$ cat config.mk
export PLATFORM = sky130hd
export DESIGN_NAME = gemv_stream_engine
export DESIGN_NICKNAME = d
export VERILOG_FILES = /design/src/rtl/gemv_pkg.sv /design/src/rtl/gemv_dot_pipe.sv /design/src/rtl/gemv_stream_engine.sv
export SDC_FILE = /design/constraint.sdc
export NUM_CORES = 2
export LEC_CHECK = 0
export CORE_UTILIZATION = 65
export DETAILED_ROUTE_END_ITERATION = 8
export GPL_TIMING_DRIVEN = 0
export PLACE_DENSITY = 0.93
export SLEW_MARGIN = 30
export SYNTH_ARGS = -nofsm -noshare
export SYNTH_HDL_FRONTEND = slang
export SYNTH_SLANG_ARGS = --single-unit
$ cat constraint.sdc
create_clock -name clk -period 14.96 [get_ports clk]
set_input_delay 4.488 -clock clk [delete_from_list [all_inputs] [get_ports clk]]
set_output_delay 4.488 -clock clk [all_outputs]
set_load 0.005 [all_outputs]
$ cat src/rtl/gemv_pkg.sv
// Shared types, defaults and helpers for the streaming GEMV engine.
package gemv_pkg;

  localparam int unsigned SZ_DEF     = 3;
  localparam int unsigned DW_DEF     = 16;
  localparam int unsigned N_ROWS_DEF = 3;

  typedef enum logic [1:0] {
    IDLE  = 2'd0,
    RUN   = 2'd1,
    DRAIN = 2'd2,
    DONE  = 2'd3
  } state_t;

  // Accumulator width: full product, growth of an SZ-term sum, one bit of accumulate headroom.
  function automatic int unsigned gemv_aw(input int unsigned sz, input int unsigned dw);
    return 2 * dw + $clog2(sz) + 1;
  endfunction

  // Clamp a signed value into the signed dw-bit range (result still 64 bits wide).
  function automatic logic signed [63:0] sat_to_dw(input logic signed [63:0] v,
                                                   input int unsigned     dw);
    logic signed [63:0] hi;
    logic signed [63:0] lo;
    hi = (64'sd1 <<< (dw - 1)) - 64'sd1;
    lo = -(64'sd1 <<< (dw - 1));
    if (v > hi) begin
      return hi;
    end else if (v < lo) begin
      return lo;
    end else begin
      return v;
    end
  endfunction

endpackage

$ cat src/rtl/gemv_dot_pipe.sv
// Two-stage dot-product pipe: S1 holds SZ products, S2 holds sum plus accumulator term.
module gemv_dot_pipe
  import gemv_pkg::*;
#(
  parameter int unsigned SZ = SZ_DEF,
  parameter int unsigned DW = DW_DEF,
  parameter int unsigned AW = gemv_aw(SZ_DEF, DW_DEF),
  parameter int unsigned IW = 2
) (
  input  logic             clk,
  input  logic             rst_n,
  input  logic             adv_i,
  input  logic             in_valid_i,
  input  logic [SZ*DW-1:0] w_i,
  input  logic [SZ*DW-1:0] row_i,
  input  logic [IW-1:0]    idx_i,
  input  logic [AW-1:0]    acc_add_i,
  output logic             s1_valid_o,
  output logic [IW-1:0]    s1_idx_o,
  output logic [AW-1:0]    s2_next_c,
  output logic             s2_valid_o,
  output logic [IW-1:0]    s2_idx_o,
  output logic [AW-1:0]    s2_sum_o
);

  localparam int unsigned PW = 2 * DW;

  logic signed [PW-1:0] prod_c [SZ];
  logic signed [PW-1:0] prod_d [SZ];
  logic signed [PW-1:0] prod_q [SZ];
  logic signed [AW-1:0] sum_c;

  logic          s1_valid_d, s1_valid_q;
  logic [IW-1:0] s1_idx_d,   s1_idx_q;
  logic          s2_valid_d, s2_valid_q;
  logic [IW-1:0] s2_idx_d,   s2_idx_q;
  logic [AW-1:0] s2_sum_d,   s2_sum_q;

  // Element-wise signed products of weight and row.
  always_comb begin
    for (int i = 0; i < int'(SZ); i++) begin
      prod_c[i] = PW'($signed(w_i[i*DW +: DW])) * PW'($signed(row_i[i*DW +: DW]));
    end
  end

  // Reduce registered products and add the accumulator term.
  always_comb begin
    sum_c = $signed(acc_add_i);
    for (int i = 0; i < int'(SZ); i++) begin
      sum_c = sum_c + AW'(prod_q[i]);
    end
  end

  // Stage loads; everything holds while adv_i is low.
  always_comb begin
    prod_d     = prod_q;
    s1_valid_d = s1_valid_q;
    s1_idx_d   = s1_idx_q;
    s2_valid_d = s2_valid_q;
    s2_idx_d   = s2_idx_q;
    s2_sum_d   = s2_sum_q;
    if (adv_i) begin
      s1_valid_d = in_valid_i;
      if (in_valid_i) begin
        prod_d   = prod_c;
        s1_idx_d = idx_i;
      end
      s2_valid_d = s1_valid_q;
      if (s1_valid_q) begin
        s2_idx_d = s1_idx_q;
        s2_sum_d = AW'(sum_c);
      end
    end
  end

  // Pipeline registers.
  always_ff @(posedge clk or negedge rst_n) begin
    if (!rst_n) begin
      for (int i = 0; i < int'(SZ); i++) begin
        prod_q[i] <= '0;
      end
      s1_valid_q <= 1'b0;
      s1_idx_q   <= '0;
      s2_valid_q <= 1'b0;
      s2_idx_q   <= '0;
      s2_sum_q   <= '0;
    end else begin
      prod_q     <= prod_d;
      s1_valid_q <= s1_valid_d;
      s1_idx_q   <= s1_idx_d;
      s2_valid_q <= s2_valid_d;
      s2_idx_q   <= s2_idx_d;
      s2_sum_q   <= s2_sum_d;
    end
  end

  assign s1_valid_o = s1_valid_q;
  assign s1_idx_o   = s1_idx_q;
  assign s2_next_c  = AW'(sum_c);
  assign s2_valid_o = s2_valid_q;
  assign s2_idx_o   = s2_idx_q;
  assign s2_sum_o   = s2_sum_q;

endmodule

$ cat src/rtl/gemv_stream_engine.sv
// Weight-stationary GEMV: w latched per job, A streamed a row per cycle, y saturated out.
module gemv_stream_engine
  import gemv_pkg::*;
#(
  parameter int unsigned SZ     = SZ_DEF,
  parameter int unsigned DW     = DW_DEF,
  parameter int unsigned N_ROWS = N_ROWS_DEF,
  parameter int unsigned AW     = gemv_aw(SZ, DW),
  localparam int unsigned IW    = (N_ROWS > 1) ? $clog2(N_ROWS) : 1
) (
  input  logic             clk,
  input  logic             rst_n,
  input  logic             start_i,
  input  logic             accum_i,
  input  logic [SZ*DW-1:0] w_i,
  input  logic             a_valid_i,
  output logic             a_ready_o,
  input  logic [SZ*DW-1:0] a_row_i,
  output logic             o_valid_o,
  input  logic             o_ready_i,
  output logic [DW-1:0]    o_data_o,
  output logic [IW-1:0]    o_idx_o,
  output logic             busy_o,
  output logic             done_o,
  output logic             ovf_o
);

  localparam int unsigned CW = $clog2(N_ROWS) + 1;

  state_t state_d, state_q;

  logic [SZ*DW-1:0] w_d,         w_q;
  logic             accum_d,     accum_q;
  logic [CW-1:0]    in_cnt_d,    in_cnt_q;
  logic [CW-1:0]    out_cnt_d,   out_cnt_q;
  logic             ovf_d,       ovf_q;
  logic             out_valid_d, out_valid_q;
  logic [DW-1:0]    out_data_d,  out_data_q;
  logic [IW-1:0]    out_idx_d,   out_idx_q;
  logic [AW-1:0]    acc_mem_d [N_ROWS];
  logic [AW-1:0]    acc_mem_q [N_ROWS];

  logic             adv_c;
  logic             accept_c;
  logic             out_hs_c;
  logic             start_ok_c;
  logic             last_in_c;
  logic             last_out_c;
  logic [AW-1:0]    acc_add_c;
  logic signed [63:0] s2_wide_c;
  logic signed [63:0] sat_c;
  logic             clamp_c;

  logic             s1_valid;
  logic [IW-1:0]    s1_idx;
  logic [AW-1:0]    s2_next;
  logic             s2_valid;
  logic [IW-1:0]    s2_idx;
  logic [AW-1:0]    s2_sum;

  // Handshake and job-boundary qualifiers.
  assign adv_c      = !out_valid_q || o_ready_i;
  assign accept_c   = a_valid_i && a_ready_o;
  assign out_hs_c   = out_valid_q && o_ready_i;
  assign start_ok_c = (state_q == IDLE) && start_i;
  assign last_in_c  = accept_c && (in_cnt_q == CW'(N_ROWS - 1));
  assign last_out_c = out_hs_c && (out_cnt_q == CW'(N_ROWS - 1));

  // Accumulate term for the row currently leaving S1.
  assign acc_add_c = accum_q ? acc_mem_q[s1_idx] : '0;

  // Saturation of the S2 value into the output width.
  assign s2_wide_c = 64'($signed(s2_sum));
  assign sat_c     = sat_to_dw(s2_wide_c, DW);
  assign clamp_c   = (sat_c != s2_wide_c);

  gemv_dot_pipe #(
    .SZ (SZ),
    .DW (DW),
    .AW (AW),
    .IW (IW)
  ) u_dot_pipe (
    .clk        (clk),
    .rst_n      (rst_n),
    .adv_i      (adv_c),
    .in_valid_i (accept_c),
    .w_i        (w_q),
    .row_i      (a_row_i),
    .idx_i      (IW'(in_cnt_q)),
    .acc_add_i  (acc_add_c),
    .s1_valid_o (s1_valid),
    .s1_idx_o   (s1_idx),
    .s2_next_c  (s2_next),
    .s2_valid_o (s2_valid),
    .s2_idx_o   (s2_idx),
    .s2_sum_o   (s2_sum)
  );

  // FSM state register.
  always_ff @(posedge clk or negedge rst_n) begin
    if (!rst_n) begin
      state_q <= IDLE;
    end else begin
      state_q <= state_d;
    end
  end

  // FSM next state.
  always_comb begin
    state_d = state_q;
    case (state_q)
      IDLE:    if (start_i)    state_d = RUN;
      RUN:     if (last_in_c)  state_d = DRAIN;
      DRAIN:   if (last_out_c) state_d = DONE;
      DONE:                    state_d = IDLE;
      default:                 state_d = IDLE;
    endcase
  end

  // FSM-decoded outputs.
  always_comb begin
    busy_o    = 1'b0;
    done_o    = 1'b0;
    a_ready_o = 1'b0;
    case (state_q)
      RUN: begin
        busy_o    = 1'b1;
        a_ready_o = adv_c;
      end
      DRAIN:   busy_o = 1'b1;
      DONE: begin
        busy_o = 1'b1;
        done_o = 1'b1;
      end
      default: ;
    endcase
  end

  // Job registers, counters, accumulator memory and output stage.
  always_comb begin
    w_d         = w_q;
    accum_d     = accum_q;
    in_cnt_d    = in_cnt_q;
    out_cnt_d   = out_cnt_q;
    ovf_d       = ovf_q;
    out_valid_d = out_valid_q;
    out_data_d  = out_data_q;
    out_idx_d   = out_idx_q;
    acc_mem_d   = acc_mem_q;

    if (accept_c) begin
      in_cnt_d = in_cnt_q + CW'(1);
    end
    if (out_hs_c) begin
      out_cnt_d = out_cnt_q + CW'(1);
    end

    if (adv_c) begin
      out_valid_d = s2_valid;
      if (s2_valid) begin
        out_data_d = DW'(sat_c);
        out_idx_d  = s2_idx;
        if (clamp_c) begin
          ovf_d = 1'b1;
        end
      end
      // acc_mem keeps the unsaturated value for later accumulate jobs.
      if (s1_valid) begin
        acc_mem_d[s1_idx] = s2_next;
      end
    end

    if (start_ok_c) begin
      w_d       = w_i;
      accum_d   = accum_i;
      in_cnt_d  = '0;
      out_cnt_d = '0;
      ovf_d     = 1'b0;
    end
  end

  // Datapath registers.
  always_ff @(posedge clk or negedge rst_n) begin
    if (!rst_n) begin
      w_q         <= '0;
      accum_q     <= 1'b0;
      in_cnt_q    <= '0;
      out_cnt_q   <= '0;
      ovf_q       <= 1'b0;
      out_valid_q <= 1'b0;
      out_data_q  <= '0;
      out_idx_q   <= '0;
      for (int r = 0; r < int'(N_ROWS); r++) begin
        acc_mem_q[r] <= '0;
      end
    end else begin
      w_q         <= w_d;
      accum_q     <= accum_d;
      in_cnt_q    <= in_cnt_d;
      out_cnt_q   <= out_cnt_d;
      ovf_q       <= ovf_d;
      out_valid_q <= out_valid_d;
      out_data_q  <= out_data_d;
      out_idx_q   <= out_idx_d;
      acc_mem_q   <= acc_mem_d;
    end
  end

  assign o_valid_o = out_valid_q;
  assign o_data_o  = out_data_q;
  assign o_idx_o   = out_idx_q;
  assign ovf_o     = ovf_q;

endmodule

==> metrics.csv <==
metric,value,unit
setup bufs post-CTS,0,
number of synthesized register bits,319,
top_reg_cell synth,dfrtp_1,
CP arrival,12.18,ns
Synth cell types,87,
per-cell routed wire length,21.7,um
syn avg cell area,9.56,um^2
ANT cells,0,
global-route wire length before repair,206000,um
# hold bufs at CTS,0,
Final Cell Area,0.0498,mm^2
achievable frequency,0.0856,GHz
Row Count,96,
final WL,129000,um
GR Overflow Total,0,
antenna violations before repair,4,
area share of fa/ha/maj cells after synthesis,0.452,
mux cell area share after synthesis,0.0331,
Post-DP HPWL,105000,um
Final setup viols,0,
Worst Path Required,15.46,ns
CTS Buf Count,39,
number of routed nets with antenna violations,0,
"Core Util, Final",0.720,
Slew Limit Fails,0,
die width,268,um
post-layout min period,11.68,ns
Layout area overhead,8.71,%
"Clk pin slew, worst setup/hold paths",0.07,ns
Worst Hold Class,register to register,
post-synthesis async set-or-reset flop share,1.00,
post-synthesis sequential area ratio,0.174,
clk sinks,319,
status,"finished, final reports clean",
simple-gate area share of the yosys netlist,0.156,
largest area contributor in the netlist,fa_1,
CP Max Fanout,10,
Placed Cells,5853,
actual slew at the worst max-slew pin,0.870,ns
Post-DP Area,0.0483,mm^2
YS warnings,0,
Initial Util,0.662,
Post-Layout Cell Count,5925,
"EDFF count, synth",0,
CTS root buf,clkbuf_16,
WS Path Type,input pin to register,
Vias/cell,5.98,
pre-CTS setup slack,2.74,ns
CTS tree,yes,
DRC errors left,0,
# nets final,6209,
Max Cap Viol,0,
H-tree Lvls,2,
largest family of logic cells by synthesized area,adder cells,
Die H,268,um
Compound-Gate Fraction of Synth Area,0.0736,
Final period util,0.781,
Total Routing Usage GR,0.379,
synth top area cells,"fa_1 (37%), dfrtp_1 (17%), ha_1 (7.9%)",
unrepaired setup endpoints after global routing,false,
layout cells sized above 1,0.0425,
Ports,125,
vias in the first global route,38500,
drt pass-1 iters,6,
DRT iter0 DRCs,3631,
Worst Setup End Kind,register,
syn_nets,6040,
Core Region,0.0692,mm^2
Worst setup SP type,input pin,
full die area,0.0716,mm^2
clock latency on the worst-skew pair,0.61,ns
XOR/XNOR share of the synthesized area,0.0224,
"crit path setup slack, layout",3.28,ns
Slew Limit Headroom,0.420,
Port Buffers,124,
largest net degree at the start of global routing,87,
Layout Skew,0.0405,ns
GP Congestion,0.977,
post-CTS sizing,0,
Vias,35500,
Clock Path Buffers,3,
"Cell Area, Synth",0.0458,mm^2
Fin. Hold Viols,0,
post-synth top area share,0.373,
Mapped Cells,4794,
[synth_stat cells, types with 39 or more instances]
cell and instances:
and2_1 412, xnor2_1 83, nor2_1 116, a21oi_1 97, nand2_1 732, ha_1 290
mux2i_1 39, dfrtp_1 319, o21ai_0 173, mux2_2 96, fa_1 854, a21o_1 41
inv_1 894, clkbuf_1 162
[cell usage in the layout (no fill, tap or decap), types with 41 or more instances in the layout]
cell,n
a21o_1,41
a21oi_1,97
and2_1,412
clkbuf_1,162
clkdlybuf4s50_1,123
dfrtp_1,319
fa_1,854
ha_1,290
inv_1,894
mux2_2,96
nand2_1,732
nor2_1,116
o21ai_0,173
xnor2_1,83
[critical path, stage by stage]
cell,delay (ns)
clkdlybuf4s50_1,0.71
clkbuf_1,0.56
nand2_1,0.22
inv_1,0.13
fa_1,0.55
fa_1,0.92
fa_1,0.54
fa_1,0.53
fa_1,0.50
inv_1,0.05
fa_1,0.47
inv_1,0.04
ha_1,0.40
and4_1,0.23
and2_1,0.17
nand3_1,0.15
nor4_1,0.63
o311ai_0,0.35
a21oi_1,0.24
mux2i_1,0.22
nand2_1,0.06
[final cells by class]
type	count	area, um^2
inverter	894	3360
fill	4804	19400
sequential	319	7980
clock buffer	47	1060
tap	931	1160
clock inverter	25	413
buffer	179	683
multi-input combinational	3402	33800
timing repair buffer	128	1340
[stage by stage]
stage | hold WS (ns) | setup TNS, ns
floorplan | 0.428 | 0
global placement | 0.449 | -1375.71
detailed placement | 0.454 | 0
CTS | 0.469 | 0
global route | 0.497 | 0
finish | 0.472 | 0
[sequential cells by signal (all words and copies together), names as in the netlist, 3 cells and up]
register,cells
out_cnt_q,3
u_dot_pipe.s2_sum_o,35
acc_mem_q,105
in_cnt_q,3
w_q,48
u_dot_pipe.prod_q,96
o_data_o,16
[path summary, 6_finish.rpt]
kind                                                    from                                 to  slack [ns]  depth (start not counted)
setup / recovery                                  a_row_i[2]  u_dot_pipe.prod_q[95]$_DFFE_PN0P_        3.28                         21
hold / removal             u_dot_pipe.s2_valid_o$_DFFE_PN0N_              o_valid_o$_DFFE_PN0N_        0.47                          2
setup reg to reg                         w_q[15]$_DFFE_PN0P_  u_dot_pipe.prod_q[95]$_DFFE_PN0P_        7.44                         20
hold reg to reg            u_dot_pipe.s2_valid_o$_DFFE_PN0N_              o_valid_o$_DFFE_PN0N_        0.47                          2
max in group asynchronous                              rst_n                 w_q[3]$_DFFE_PN0P_        9.80                          3
min in group asynchronous                              rst_n          acc_mem_q[73]$_DFFE_PN0P_        3.84                          1
[metal layers]
layer	up-vias	global-route usage	part of all wire
met1	17800	0.493	0.37
li1	15100	-	-
met2	2041	0.607	0.46
met3	498	0.0819	0.11
met4	6	0.179	0.053
met5	-	0.00693	0.00074
[cell families after synthesis]
family / Yosys count
buf+inv: 1073
simple gates: 1485
xor+xnor: 117
flops: 319
fa+ha+maj: 1144
mux: 139
compound gates: 517
Power is left out: the tool's default activity adds up to more than one toggle a clock period on the data nets, which glitch-free logic cannot reach.
